### src/rtl/uvmt_cv32e40x_pma_lookup_sequencer.sv
// Drives one or two PMA model lookups per core request and merges the
// per-beat status into a single handshaked response with coverage counters.
module uvmt_cv32e40x_pma_lookup_sequencer #(
    parameter bit          IS_INSTR_SIDE = 1'b0,
    parameter int unsigned IDX_W         = 5,
    parameter int unsigned CNT_W         = 16
) (
    input  logic             clk,
    input  logic             rst_n,
    input  logic             req_valid_i,
    output logic             req_ready_o,
    input  logic [31:0]      req_addr_i,
    input  logic [1:0]       req_size_i,
    input  logic             req_load_i,
    input  logic             req_dbg_i,
    input  logic             req_pushpop_i,
    output logic             pma_valid_o,
    output logic [31:0]      pma_addr_o,
    output logic             pma_misaligned_o,
    output logic             pma_load_o,
    output logic             pma_dbg_o,
    output logic             pma_pushpop_o,
    input  logic             pma_allow_i,
    input  logic             pma_main_i,
    input  logic             pma_bufferable_i,
    input  logic [IDX_W-1:0] pma_match_idx_i,
    output logic             rsp_valid_o,
    input  logic             rsp_ready_i,
    output logic             rsp_allow_o,
    output logic             rsp_main_o,
    output logic             rsp_bufferable_o,
    output logic             rsp_split_o,
    output logic             rsp_fault_beat_o,
    output logic [IDX_W-1:0] rsp_idx0_o,
    output logic [IDX_W-1:0] rsp_idx1_o,
    output logic [CNT_W-1:0] lookup_cnt_o,
    output logic [CNT_W-1:0] fault_cnt_o
);

    typedef enum logic [1:0] {IDLE, BEAT0, BEAT1, RESP} state_t;

    state_t           state_q, state_d;
    logic [31:0]      addr_q;
    logic [1:0]       size_q;
    logic             load_q, dbg_q, pushpop_q;
    logic [2:0]       bytes, end_off;
    logic             split, misaligned;
    logic             allow_q, main_q, buf_q, split_q, fault_beat_q;
    logic [IDX_W-1:0] idx0_q, idx1_q;
    logic [CNT_W-1:0] lookup_cnt_q, fault_cnt_q;

    // Size 3 is folded into the word case for both length and alignment.
    always_comb begin
        case (size_q)
            2'd0:    bytes = 3'd1;
            2'd1:    bytes = 3'd2;
            default: bytes = 3'd4;
        endcase
        end_off    = {1'b0, addr_q[1:0]} + bytes;
        split      = end_off > 3'd4;
        misaligned = ((size_q == 2'd1) && addr_q[0]) ||
                     (size_q[1] && (addr_q[1:0] != 2'b00));
    end

    always_comb begin
        state_d          = state_q;
        req_ready_o      = 1'b0;
        pma_valid_o      = 1'b0;
        pma_addr_o       = '0;
        pma_misaligned_o = 1'b0;
        pma_load_o       = 1'b0;
        pma_dbg_o        = 1'b0;
        pma_pushpop_o    = 1'b0;
        rsp_valid_o      = 1'b0;
        case (state_q)
            IDLE: begin
                req_ready_o = 1'b1;
                if (req_valid_i) state_d = BEAT0;
            end
            BEAT0, BEAT1: begin
                pma_valid_o      = 1'b1;
                pma_load_o       = load_q & ~IS_INSTR_SIDE;
                pma_dbg_o        = dbg_q;
                pma_pushpop_o    = pushpop_q & ~IS_INSTR_SIDE;
                if (state_q == BEAT0) begin
                    pma_addr_o       = addr_q;
                    pma_misaligned_o = misaligned;
                    state_d          = (split && pma_allow_i) ? BEAT1 : RESP;
                end else begin
                    pma_addr_o       = {addr_q[31:2] + 30'd1, 2'b00};
                    pma_misaligned_o = 1'b1;
                    state_d          = RESP;
                end
            end
            RESP: begin
                rsp_valid_o = 1'b1;
                if (rsp_ready_i) state_d = IDLE;
            end
            default: state_d = IDLE;
        endcase
    end

    always_ff @(posedge clk or negedge rst_n) begin
        if (!rst_n) begin
            state_q      <= IDLE;
            addr_q       <= '0;
            size_q       <= '0;
            load_q       <= 1'b0;
            dbg_q        <= 1'b0;
            pushpop_q    <= 1'b0;
            allow_q      <= 1'b0;
            main_q       <= 1'b0;
            buf_q        <= 1'b0;
            split_q      <= 1'b0;
            fault_beat_q <= 1'b0;
            idx0_q       <= '0;
            idx1_q       <= '0;
            lookup_cnt_q <= '0;
            fault_cnt_q  <= '0;
        end else begin
            state_q <= state_d;
            if (state_q == IDLE && req_valid_i) begin
                addr_q    <= req_addr_i;
                size_q    <= req_size_i;
                load_q    <= req_load_i;
                dbg_q     <= req_dbg_i;
                pushpop_q <= req_pushpop_i;
            end
            if (state_q == BEAT0) begin
                allow_q      <= pma_allow_i;
                main_q       <= pma_main_i;
                buf_q        <= pma_bufferable_i;
                split_q      <= split;
                fault_beat_q <= 1'b0;
                idx0_q       <= pma_match_idx_i;
                idx1_q       <= '0;
            end
            // Beat 1 only runs after an allowed beat 0, so a deny here is the first fault.
            if (state_q == BEAT1) begin
                allow_q      <= allow_q & pma_allow_i;
                main_q       <= main_q & pma_main_i;
                buf_q        <= buf_q & pma_bufferable_i;
                fault_beat_q <= ~pma_allow_i;
                idx1_q       <= pma_match_idx_i;
            end
            if ((state_q == BEAT0 || state_q == BEAT1) && lookup_cnt_q != '1)
                lookup_cnt_q <= lookup_cnt_q + CNT_W'(1);
            if (state_q == RESP && rsp_ready_i && !allow_q && fault_cnt_q != '1)
                fault_cnt_q <= fault_cnt_q + CNT_W'(1);
        end
    end

    assign rsp_allow_o      = allow_q;
    assign rsp_main_o       = main_q;
    assign rsp_bufferable_o = buf_q;
    assign rsp_split_o      = split_q;
    assign rsp_fault_beat_o = fault_beat_q;
    assign rsp_idx0_o       = idx0_q;
    assign rsp_idx1_o       = idx1_q;
    assign lookup_cnt_o     = lookup_cnt_q;
    assign fault_cnt_o      = fault_cnt_q;

endmodule

### config.mk
export PLATFORM = sky130hd
export DESIGN_NAME = uvmt_cv32e40x_pma_lookup_sequencer
export DESIGN_NICKNAME = d
export VERILOG_FILES = /design/src/rtl/uvmt_cv32e40x_pma_lookup_sequencer.sv
export SDC_FILE = /design/constraint.sdc
export NUM_CORES = 1
export LEC_CHECK = 0
export ABC_AREA = 1
export CAP_MARGIN = 25
export CORE_UTILIZATION = 53
export DETAILED_ROUTE_END_ITERATION = 6
export HOLD_SLACK_MARGIN = 0.03
export PLACE_DENSITY = 0.86
export SETUP_SLACK_MARGIN = 0.15
export SLEW_MARGIN = 10
export SYNTH_ARGS = -nofsm -noshare
export SYNTH_HDL_FRONTEND = slang
export SYNTH_SLANG_ARGS = --single-unit
### constraint.sdc
create_clock -name clk -period 3.3 [get_ports clk]
set_input_delay 0.99 -clock clk [delete_from_list [all_inputs] [get_ports clk]]
set_output_delay 0.99 -clock clk [all_outputs]
set_load 0.01 [all_outputs]
==> metrics <==
routed len/inst 15.4 microns; drt via density 5.46; Worst Setup End Kind primary output; HPWL after DPL 9850 microns; Starting Density 54.7%; synthesized area 5050 sq um; Max H-tree Level 3; worst-margin pin slew 838 ps; clock slew at reported path FFs 80 ps; Final period util 98.5%; Cells after Synth 666; EDFF count, synth 0; Int Power 3490 uW; All-Layer GR Usage 29.2%; drt first pass iters 5; Die Area 9930 sq um; first-pass GRT wire length 22,800 microns; post-route ant nets 0; cells along the critical path nand2_2 -> nor2_4 -> buf_4 -> nand3_4 -> nor3_4 -> o21ai_0 -> nor2_1 -> clkdlybuf4s50_1; R2R setup slack 1170 ps; Clock Root Buffer clkbuf_8; Distinct cells, synth 33; syn_area_per_cell 7.59 sq um; Final nets 885; CTS tree built; sequential area share after synthesis 42.6%; Worst Path Max Fanout 5; setup tns final 0 ps; clock insertion delay at the later pin of the skew report 350 ps; FFs w/ async S/R, synth 100%; Longest Clk Path Bufs 2; drt drc 0; I/O Pins 135; DIE WIDTH 99.6 microns; Pleak 0.00347 uW; Main synth FF type dfrtp_1; antenna violations before repair 0; total of max-cap violations 0; Slew Viols, Final 0; Iteration-0 DRC Markers 271; GP Congestion 0.962; RSZ-0062 raised after global routing yes; Worst slew margin 44.1%; gr ovfl total 0; net count after synthesis 724; Tot Pwr 6280 uW; Worst VDD drop 0.499 mV; Inserted Clock Buffers 9; Reg power frac 29.1%; row count 35; Yosys warnings 0; Clock power frac 12.6%; Chip Height 99.6 microns; fillers 607; Final min period 3250 ps; Sw Ratio 44.4%; Crit path largest cell delay 540 ps; startpoint class of the critical path register; Synth Register Bits 86; status finished, final reports clean; final WL 14,800 microns; Fin. Hold Viols 0; Slowest-stage cell, CP clkdlybuf4s50_1; Highest Clock Rate 0.308 GHz; vias in the first global route 4,925; Core Box Area 9240 sq um; clk sinks 86; switching power 2780 uW; Final setup viols 0; ant diodes 0; worst path arrival time 2260 ps; largest net degree at the start of global routing 55; PwrDens 877 nW/um^2; area grow syn2layout 41.7%; Worst EP required 2310 ps; DR vias 5,242; PortBufs 134; Worst Clk Skew 9.23 ps; Comb power frac 58.4%; layout cells sized above 1 15.5%; critical path class reg2out; Worst Hold Class reg2reg
==> critical path: cells and delay by family, from the launching register on <==
family,cells,cell delay (ps)
AO/OA/AOI/OAI,1,90
buffers and inverters,2,690
flip-flops,1,390
AND/OR/NAND/NOR,5,730
==> registers in the layout (all words and copies together) (netlist names), 2 cells and up <==
| signal | flops |
|---|---|
| state_q | 2 |
| fault_cnt_o | 16 |
| rsp_idx0_o | 5 |
| lookup_cnt_o | 16 |
| rsp_idx1_o | 5 |
| addr_q | 32 |
| size_q | 2 |
==> Yosys cell counts (all sizes together), types with 7 or more instances <==
cell | n | area share, %
nor2 | 101 | 8.1
ha | 8 | 2.0
nand4 | 11 | 1.4
o21ai | 33 | 3.6
nand2 | 192 | 14
nand3 | 38 | 4.3
mux2 | 21 | 4.7
clkbuf | 8 | 0.59
dfrtp | 86 | 43
xor2 | 10 | 1.7
buf | 7 | 1.2
inv | 75 | 5.6
xnor2 | 17 | 2.9
nor3 | 12 | 1.4
a21oi | 35 | 3.5
==> cell type report <==
type | count | area [sq um] | area share (%)
flip-flops and latches | 86 | 2150 | 30.1
well taps | 129 | 161 | 2.25
multi-input cells | 489 | 2730 | 38.2
repair buffers | 165 | 1610 | 22.5
clock buffers | 11 | 131 | 1.83
inverters | 76 | 295 | 4.12
clock inverters | 4 | 72.6 | 1.01
==> metrics by stage <==
step / std cells / hold WS [ps] / util (%) / setup WS, ps / area, sq um
global placement: 922 / 468 / 70.9 / 163 / 6550
floorplan: 666 / 480 / - / 649 / 5050
finish: 960 / 488 / 77.5 / 49.8 / 7160
detailed placement: 922 / 470 / 70.9 / 54.2 / 6550
CTS: 949 / 493 / 75.3 / 18.1 / 6960
global route: 960 / 520 / 77.5 / -52.3 / 7160
==> power groups by stage <==
stage	Sequential [uW]	Clock [uW]	Combinational [uW]
finish	1820	790	3660
CTS	1810	798	3460
global route	1870	847	3960
detailed placement	1840	0	3350
global placement	1810	0	3270
floorplan	1810	0	1790
==> cell usage in the layout, fill, tap and decap left out, drive strengths merged <==
cell | synthesis | routed
nand2 | 192 | 192
clkdlybuf4s50 | 0 | 101
nor2 | 101 | 101
dfrtp | 86 | 86
inv | 75 | 75
nand3 | 38 | 38
a21oi | 35 | 35
buf | 7 | 34
o21ai | 33 | 33
mux2 | 21 | 21
xnor2 | 17 | 17
clkbuf | 8 | 14
dlygate4sd2 | 0 | 13
dlymetal6s2s | 0 | 12
nor3 | 12 | 12
nand4 | 11 | 11
xor2 | 10 | 10
ha | 8 | 8
o21a | 4 | 4
o22ai | 2 | 2
bufinv | 0 | 2
clkdlybuf4s15 | 0 | 2
clkinv | 1 | 2
nor3b | 2 | 2
o221ai | 1 | 1
a22o | 1 | 1
fa | 1 | 1
clkinvlp | 0 | 1
==> repair_timing <==
item,in CTS,in global routing
gates resized for setup,57,51
setup buffers,12,11
pin swaps,7,12
endpoints found under the setup margin,33,20
hold buffers,0,0
==> worst paths after layout <==
path,from,end,cells past startpoint
max in group asynchronous,rst_n,state_q[0]$_DFFE_PN0P_,2
min in group asynchronous,rst_n,fault_cnt_o[12]$_DFFE_PN0P_,1
worst max register to register,fault_cnt_o[0]$_DFFE_PN0P_,fault_cnt_o[0]$_DFFE_PN0P_,7
worst min-delay path,rsp_split_o$_DFFE_PN0P_,rsp_split_o$_DFFE_PN0P_,2
worst min register to register,rsp_split_o$_DFFE_PN0P_,rsp_split_o$_DFFE_PN0P_,2
worst max-delay path,addr_q[6]$_DFFE_PN0P_,pma_addr_o[18],8
==> cells by family (layout without fill, tap and decap cells) <==
group                    count (synthesis)  in the layout  share of synthesized area, %
AO/OA/AOI/OAI                           76             76                          8.32
XOR/XNOR                                27             27                          4.68
adder cells (fa/ha/maj)                  9              9                          2.38
buffers and inverters                   91            256                          7.48
flip-flops                              86             86                          42.6
multiplexers                            21             21                          4.68
AND/OR/NAND/NOR                        356            356                          29.9
==> routing by layer <==
metal	vias to the layer above	global-route usage (%)	share of wire [%]
met5	-	0	0
met4	0	14.5	4.1
met3	54	5.62	7.5
met2	274	48.0	48
met1	2476	37.1	40
li1	2438	-	-
Note: power is estimated with default switching activity, not from simulation.
